`src/rtl/message_reader.sv`:
```
// message_reader: streams a little-endian word buffer from data memory
// out as bytes over a valid/ready handshake, kicked by a start strobe.
//
// Ports:
//   clk, rst             clock, synchronous active-high reset
//   start, msg_len       begin read-out of msg_len bytes (sampled in IDLE)
//   mem_rd_en, mem_addr  synchronous-read memory request (word address)
//   mem_rdata            read data, valid the cycle after mem_rd_en
//   out_byte, out_valid  byte stream towards the consumer
//   out_ready            consumer accepts out_byte this cycle
//   busy, done           activity flag and end-of-message pulse
module message_reader #(
    parameter int ADDR_W    = 8,
    parameter int BASE_ADDR = 0,
    parameter int MAX_LEN   = 64
) (
    input  logic              clk,
    input  logic              rst,
    input  logic              start,
    input  logic [7:0]        msg_len,
    output logic              mem_rd_en,
    output logic [ADDR_W-1:0] mem_addr,
    input  logic [31:0]       mem_rdata,
    output logic [7:0]        out_byte,
    output logic              out_valid,
    input  logic              out_ready,
    output logic              busy,
    output logic              done
);

    localparam logic [2:0] S_IDLE = 3'd0;
    localparam logic [2:0] S_REQ  = 3'd1;
    localparam logic [2:0] S_WAIT = 3'd2;
    localparam logic [2:0] S_SEND = 3'd3;
    localparam logic [2:0] S_DONE = 3'd4;

    localparam logic [7:0]        MAX_B = 8'(MAX_LEN);
    localparam logic [ADDR_W-1:0] BASE  = ADDR_W'(BASE_ADDR);

    logic [2:0]        state;
    logic [7:0]        len;
    logic [7:0]        byte_cnt;
    logic [ADDR_W-1:0] word_idx;
    logic [31:0]       buffer;
    logic [1:0]        lane;

    logic [7:0]        cnt_next;
    logic [1:0]        lane_next;
    logic [7:0]        next_byte;
    logic [ADDR_W-1:0] idx_next;

    assign cnt_next  = byte_cnt + 8'd1;
    assign lane_next = lane + 2'd1;
    assign idx_next  = word_idx + ADDR_W'(1);
    // Byte shown after an acceptance; wraps to lane 0 harmlessly
    // when a refill follows, since WAIT reloads out_byte anyway.
    assign next_byte = buffer[{lane_next, 3'b000} +: 8];

    always_ff @(posedge clk) begin
        if (rst) begin
            state    <= S_IDLE;
            len      <= 8'd0;
            byte_cnt <= 8'd0;
            word_idx <= '0;
            buffer   <= 32'd0;
            lane     <= 2'd0;
            mem_addr <= '0;
            out_byte <= 8'd0;
        end else begin
            case (state)
                S_IDLE: begin
                    if (start) begin
                        len      <= (msg_len > MAX_B) ? MAX_B : msg_len;
                        byte_cnt <= 8'd0;
                        word_idx <= '0;
                        mem_addr <= BASE;
                        state    <= (msg_len == 8'd0) ? S_DONE : S_REQ;
                    end
                end
                S_REQ: begin
                    state <= S_WAIT;
                end
                S_WAIT: begin
                    buffer   <= mem_rdata;
                    lane     <= 2'd0;
                    out_byte <= mem_rdata[7:0];
                    state    <= S_SEND;
                end
                S_SEND: begin
                    if (out_ready) begin
                        byte_cnt <= cnt_next;
                        lane     <= lane_next;
                        out_byte <= next_byte;
                        if (cnt_next == len) begin
                            state <= S_DONE;
                        end else if (lane == 2'd3) begin
                            word_idx <= idx_next;
                            mem_addr <= BASE + idx_next;
                            state    <= S_REQ;
                        end
                    end
                end
                S_DONE: begin
                    state <= S_IDLE;
                end
                default: begin
                    state <= S_IDLE;
                end
            endcase
        end
    end

    assign mem_rd_en = (state == S_REQ);
    assign out_valid = (state == S_SEND);
    assign busy      = (state == S_REQ) || (state == S_WAIT)
                    || (state == S_SEND);
    assign done      = (state == S_DONE);

endmodule

```
`config.mk`:
```
export PLATFORM = sky130hd
export DESIGN_NAME = message_reader
export DESIGN_NICKNAME = d
export VERILOG_FILES = /design/src/rtl/message_reader.sv
export SDC_FILE = /design/constraint.sdc
export NUM_CORES = 1
export LEC_CHECK = 0
export CAP_MARGIN = 20
export CORE_MARGIN = 5
export CORE_UTILIZATION = 49
export CTS_BUF_LIST = sky130_fd_sc_hd__clkbuf_2
export DETAILED_ROUTE_END_ITERATION = 10
export PLACE_DENSITY = 0.8
export SKIP_LAST_GASP = 1
export SYNTH_ARGS = -nofsm -noshare
export SYNTH_HDL_FRONTEND = slang
export SYNTH_SLANG_ARGS = --single-unit
```
`constraint.sdc`:
```
create_clock -name clk -period 2.1 [get_ports clk]
set_clock_uncertainty 0.1 [all_clocks]
set_input_delay 0.21 -clock clk [delete_from_list [all_inputs] [get_ports clk]]
set_output_delay 0.21 -clock clk [all_outputs]
set_load 0.005 [all_outputs]
```
Word level (Yosys, flattened, before mapping)
Cells that the tools add are included.

cells by class
  $add $sub $neg = 3
  mux-type cells = 18
  equality and inequality tests = 11
  $lt $le $gt $ge = 1
  shift operators = 1
  reduce and logical (&&, ||, !) cells = 11

operators with widths
  operator                                                                 count
  8-bit 2-to-1 mux                                                         7
  8-bit case mux with 2 select lines                                       3
  32-bit by 6-bit indexed part select with 8-bit output                    1
  8-bit by 1-bit adder with 8-bit output, second input constant            2
  3-bit 2-to-1 mux                                                         5
  3-bit case mux with 4 select lines                                       1
  8-bit == test                                                            1
  8-bit by 7-bit > comparator with 1-bit output, second input constant     1
  8-bit zero test                                                          1
  3-bit by 2-bit == test with 1-bit output, second input constant          2
  3-bit AND reduction                                                      2
  5-bit AND reduction                                                      1
  2-bit by 1-bit inequality test with 1-bit output, second input constant  2
  2-bit inequality test, second input constant                             2
  2-bit case mux with 2 select lines                                       1
  2-bit AND reduction                                                      2
  2-bit nonzero test                                                       2
  3-bit by 1-bit == test with 1-bit output, second input constant          1
  3-bit == test, second input constant                                     1
  3-bit zero test                                                          1
  3-bit by 1-bit inequality test with 1-bit output, second input constant  1
  2-bit by 1-bit adder with 2-bit output, second input constant            1
  2-bit == test, second input constant                                     1
  1-bit logical OR                                                         2
  2-bit 2-to-1 mux                                                         1

storage, ports and cells
  output and inout bits = 20
  flip-flop bits (word level) = 69

Longest topological paths before layout
Gate-level depths: netlist of run 1.

  depth in word-level cells = 5
  depth in mapped cells = 8
  depth with buffers taken out = 7

Least setup slack after synthesis of run 1
No wires, ideal clock.

  path type = flip-flop to flip-flop
  start = register byte_cnt[0]
  end = register word_idx[5]
  slack = -58 ps
  clock period less this slack = 2158 ps
  stages on the path, launching flop included = 9
  arrival = 1942 ps
  cells stage by stage = dfxtp_1 > ha_1 > nand3_1 > nor4_1 > a31oi_1 > a211oi_2 > buf_2 > o21bai_1 > and3_1

between the ends
  cells in the longest elaborated chain, start to end = 4

RTL lines
  item                                    line  text
  start, declared                         42    logic [7:0] byte_cnt;
  start signal, assigned                  91    byte_cnt <= cnt_next;
  8-bit by 1-bit adder with 8-bit output  52    assign cnt_next = byte_cnt + 8'd1;
  8-bit == test                           94    if (cnt_next == len) begin
  2-bit inequality test (no source line)  --
  5-bit AND reduction (no source line)    --
  end signal, assigned                    97    word_idx <= idx_next;
  end, declared                           43    logic [ADDR_W-1:0] word_idx;

Every way passes these cells.
A chain may end at the register's enable or synchronous reset.

Final worst setup path of run 1
  start = register byte_cnt[0]
  end = register word_idx[0]

The elaborated chain is that of the path after synthesis.

==> results.yml, run 1 <==
status:
  run_status: "complete, but fails checks"
  violations: "negative setup slack"
synth:
  syn_area_sq_um: 3330
  yosys_warnings: 0
  syn_area_per_cell_sq_um: 8.13
  async_flop_share_pct: 0
  yosys.cell_types.count: 54
  ys_ff_latch: 69
  netlist_instances: 410
  syn-num-nets: 457
  synth_top_area_share_pct: 41.4
  synth_largest_area_cell: "dfxtp_1"
  synth_ff_type: "dfxtp_1"
  ys_seq_area_share_pct: 41.4
  synth_area_leaders: "dfxtp_1, nand2_1, a21oi_1, mux4_2, nor2_1"
  synth-edff-count: 0
routing:
  route.detailed.drc: 0
  firstDrtPassIters: 4
  viasPerCell: 5.62
  drtIter0Drc: 205
  routed-via-count: 3301
  routedWlPerCell_um: 15.3
  routed_wl_um: 8990
  antenna_left: 0
timing:
  hold_ws_ns: 0.0968
  grt_setup_unrepaired: "yes"
  finalCritPeriodShare_pct: 102
  final_max_slew_viol_count: 0
  fin_crit_ns: 2.14
  max_freq_mhz: 467
  tightest_slew_ns: 0.394
  worst_slack_ns: -0.0399
  relSlewSlack_pct: 73.4
  finalSetupViolations: 6
  finalHoldViolations: 0
pwr:
  max-vdd-ir-drop_mv: 0.447
  powerDensity_nw_per_um2: 634
  p_leak_nw: 1.71
floorplanning:
  die_area_sq_um: 8550
  start_util_pct: 49.6
  core_area_sq_um: 6720
  rows: 30
  die_x_um: 92.5
  dieHeight_um: 92.5
  ios: 64
min_path:
  worstHoldEndpoint: "buffer[21]$_SDFFE_PP0P_"
  hold_path.class: "input pin to register"
  hp-start: "mem_rdata[21]"
  whs_path_depth: 3
global_routing:
  grt_overflow_total: 0
  grt_pass1_wl_um: 14400
  grt_usage_pct: 21.0
  grt_pass1_vias: 3077
  antenna_found_initial: 0
  grt_max_degree: 35
critical_path:
  cpMaxStageDelayCell: "or4_4"
  worstPathMaxFanout: 7
  reg2reg_depth: 8
  cp.required_ns: 2.47
  max_stage_delay_ns: 0.43
  r2r_end: "word_idx[0]$_SDFFE_PP0P_"
  worst_setup_path_end_kind: "register"
  crit_arrival_ns: 2.51
  worstReg2RegStart: "byte_cnt[0]$_SDFFE_PP0P_"
  path_cells: "buf_6 -> nand3_4 -> o221a_1 -> a221oi_2 -> a211oi_2 -> buf_4 -> or4_4 -> a31oi_4"
  critPathKind: "register to register"
  crit_buf_inv: 2
  critical_path.top_delay_family: "compound AO/OA/AOI/OAI gates"
  ff2ff_setup_slack_ns: -0.04
  critPathLaunchType: "register"
cts:
  root_buffer: "clkbuf_2"
  clock_latency_ns: 0.51
  cts_tree: "done"
  clock_sinks: 69
  cts.clk_slew.worst_paths_ns: 0.23
  cts_buffers: 9
  clk_path_buf_depth: 2
  htreeDepth: 3
layout:
  syn_to_final_growth_pct: 37.9
  multi_input_area_sq_um: 1910
  fillers: 537
  layout_common_cells: "nand2_1, dfxtp_1, clkdlybuf4s50_1"
  seq_area_sq_um: 1400
  antenna_cells: 0
  stdcell_area_sq_um: 4600
  final_common_cell: "nand2_1"
  layout-drive-gt1-share_pct: 21.1
  fin_cells: 587
  final_nets: 549
placement:
  dp_hpwl_um: 6020
  gp_congestion: 0.809
  port_buffers: 63
  dpl.cell_count: 557
  placed_area_sq_um: 4160
  dp_slack_ns: -0.123
run:
  maxCapViolations: 0
[synthesized netlist by cell type, drive strengths merged (2+ instances only)]
cell / number
dfxtp: 69
or3: 5
nand3: 18
o21ai: 7
nand3b: 2
ha: 3
nor3: 6
and3: 5
o211ai: 2
a22oi: 2
nor2: 33
or4: 4
buf: 11
nand2: 106
mux4: 8
nand4b: 3
a211oi: 2
mux2i: 2
nor2b: 2
xnor2: 6
and2: 3
a21oi: 49
nor4: 3
mux2: 2
clkbuf: 17
a31oi: 6
xor2: 2
a311oi: 8
a21o: 2
inv: 5
o21bai: 2
nand4: 3
[layout make-up]
| type | instances | share of cell area [%] |
|---|---|---|
| Sequential cell | 69 | 30.4 |
| Tap cell | 80 | 2.18 |
| Inverter | 5 | 0.408 |
| Clock buffer | 9 | 0.980 |
| Timing Repair Buffer | 110 | 22.1 |
| Multi-Input combinational cell | 307 | 41.6 |
| Clock inverter | 7 | 2.31 |
[per-layer routing]
layer / part of all wire, % / global-route usage, %
met5: 0 / 0
met4: 1.2 / 7.67
met3: 5.7 / 3.49
met2: 49 / 35.4
met1: 44 / 27.0
[kinds of logic (layout without fill, tap and decap cells)]
logic type	after synthesis	after routing	share of synthesized area (%)
AO/OA/AOI/OAI	88	88	16.3
XOR/XNOR	8	8	2.10
adder cells (fa/ha/maj)	3	3	1.13
buffers and inverters	34	131	5.48
flip-flops	69	69	41.4
multiplexers	12	12	6.68
AND/OR/NAND/NOR	196	196	26.9
[flip-flops by register name (all words and copies together) (netlist names)]
register  count
buffer       32
byte_cnt      8
len           8
out_byte      8
word_idx      8
state         3
lane          2
[worst min-delay path, delay by kind of cell]
kind            cells  cell delay, ns
buf+inv             1            0.39
compound gates      1            0.05
simple gates        1            0.05
[report_power, final]
| part | internal (mW) | leakage, nW | switching (mW) |
|---|---|---|---|
| combinational | 0.266 | 1.06 | 0.257 |
| sequential | 1.38 | 0.566 | 0.0457 |
| clock | 0.416 | 0.0890 | 0.549 |
| total | 2.06 | 1.71 | 0.851 |
[metrics by stage]
step                utilization [%]  power [mW]  TNS (ns)
floorplan                         -        1.70         0
global placement               62.0        1.92   -0.0777
detailed placement             62.0        1.94    -0.292
CTS                            65.8        2.90    -0.160
global route                   68.4        3.04    -0.853
finish                         68.4        2.91    -0.156
[worst max-delay path by stage]
stage | from | depth (start not counted) | slack [ns] | endpoint
finish | byte_cnt[0]$_SDFFE_PP0P_ | 8 | -0.04 | word_idx[0]$_SDFFE_PP0P_
CTS | byte_cnt[0]$_SDFFE_PP0P_ | 8 | -0.05 | word_idx[0]$_SDFFE_PP0P_
global route | byte_cnt[1]$_SDFFE_PP0P_ | 10 | -0.13 | word_idx[3]$_SDFFE_PP0P_
floorplan | byte_cnt[0]$_SDFFE_PP0P_ | 8 | 0.003 | word_idx[5]$_SDFFE_PP0P_
detailed placement | byte_cnt[0]$_SDFFE_PP0P_ | 8 | -0.12 | word_idx[0]$_SDFFE_PP0P_
global placement | byte_cnt[0]$_SDFFE_PP0P_ | 8 | -0.07 | word_idx[0]$_SDFFE_PP0P_
[repair_timing]
action	CTS	global route
hold buffers	1	0
pin swaps	8	11
cloned	0	0
endpoints found under the setup margin	13	14
resized for setup	14	29
buffers inserted	6	7
hold endpoints to repair	4	0
Note: power is estimated with default switching activity, not from simulation.
==> inputs of run 2 (changes only) <==
--- a/config.mk
+++ b/config.mk
@@ -5,7 +5,7 @@
 export SDC_FILE = /design/constraint.sdc
 export NUM_CORES = 1
 export LEC_CHECK = 0
-export CAP_MARGIN = 20
+export CAP_MARGIN = 30
 export CORE_MARGIN = 5
 export CORE_UTILIZATION = 49
 export CTS_BUF_LIST = sky130_fd_sc_hd__clkbuf_2
==> results of run 2 <==
Same layout as run 1: the final DEF is identical, and so are final timing and power.
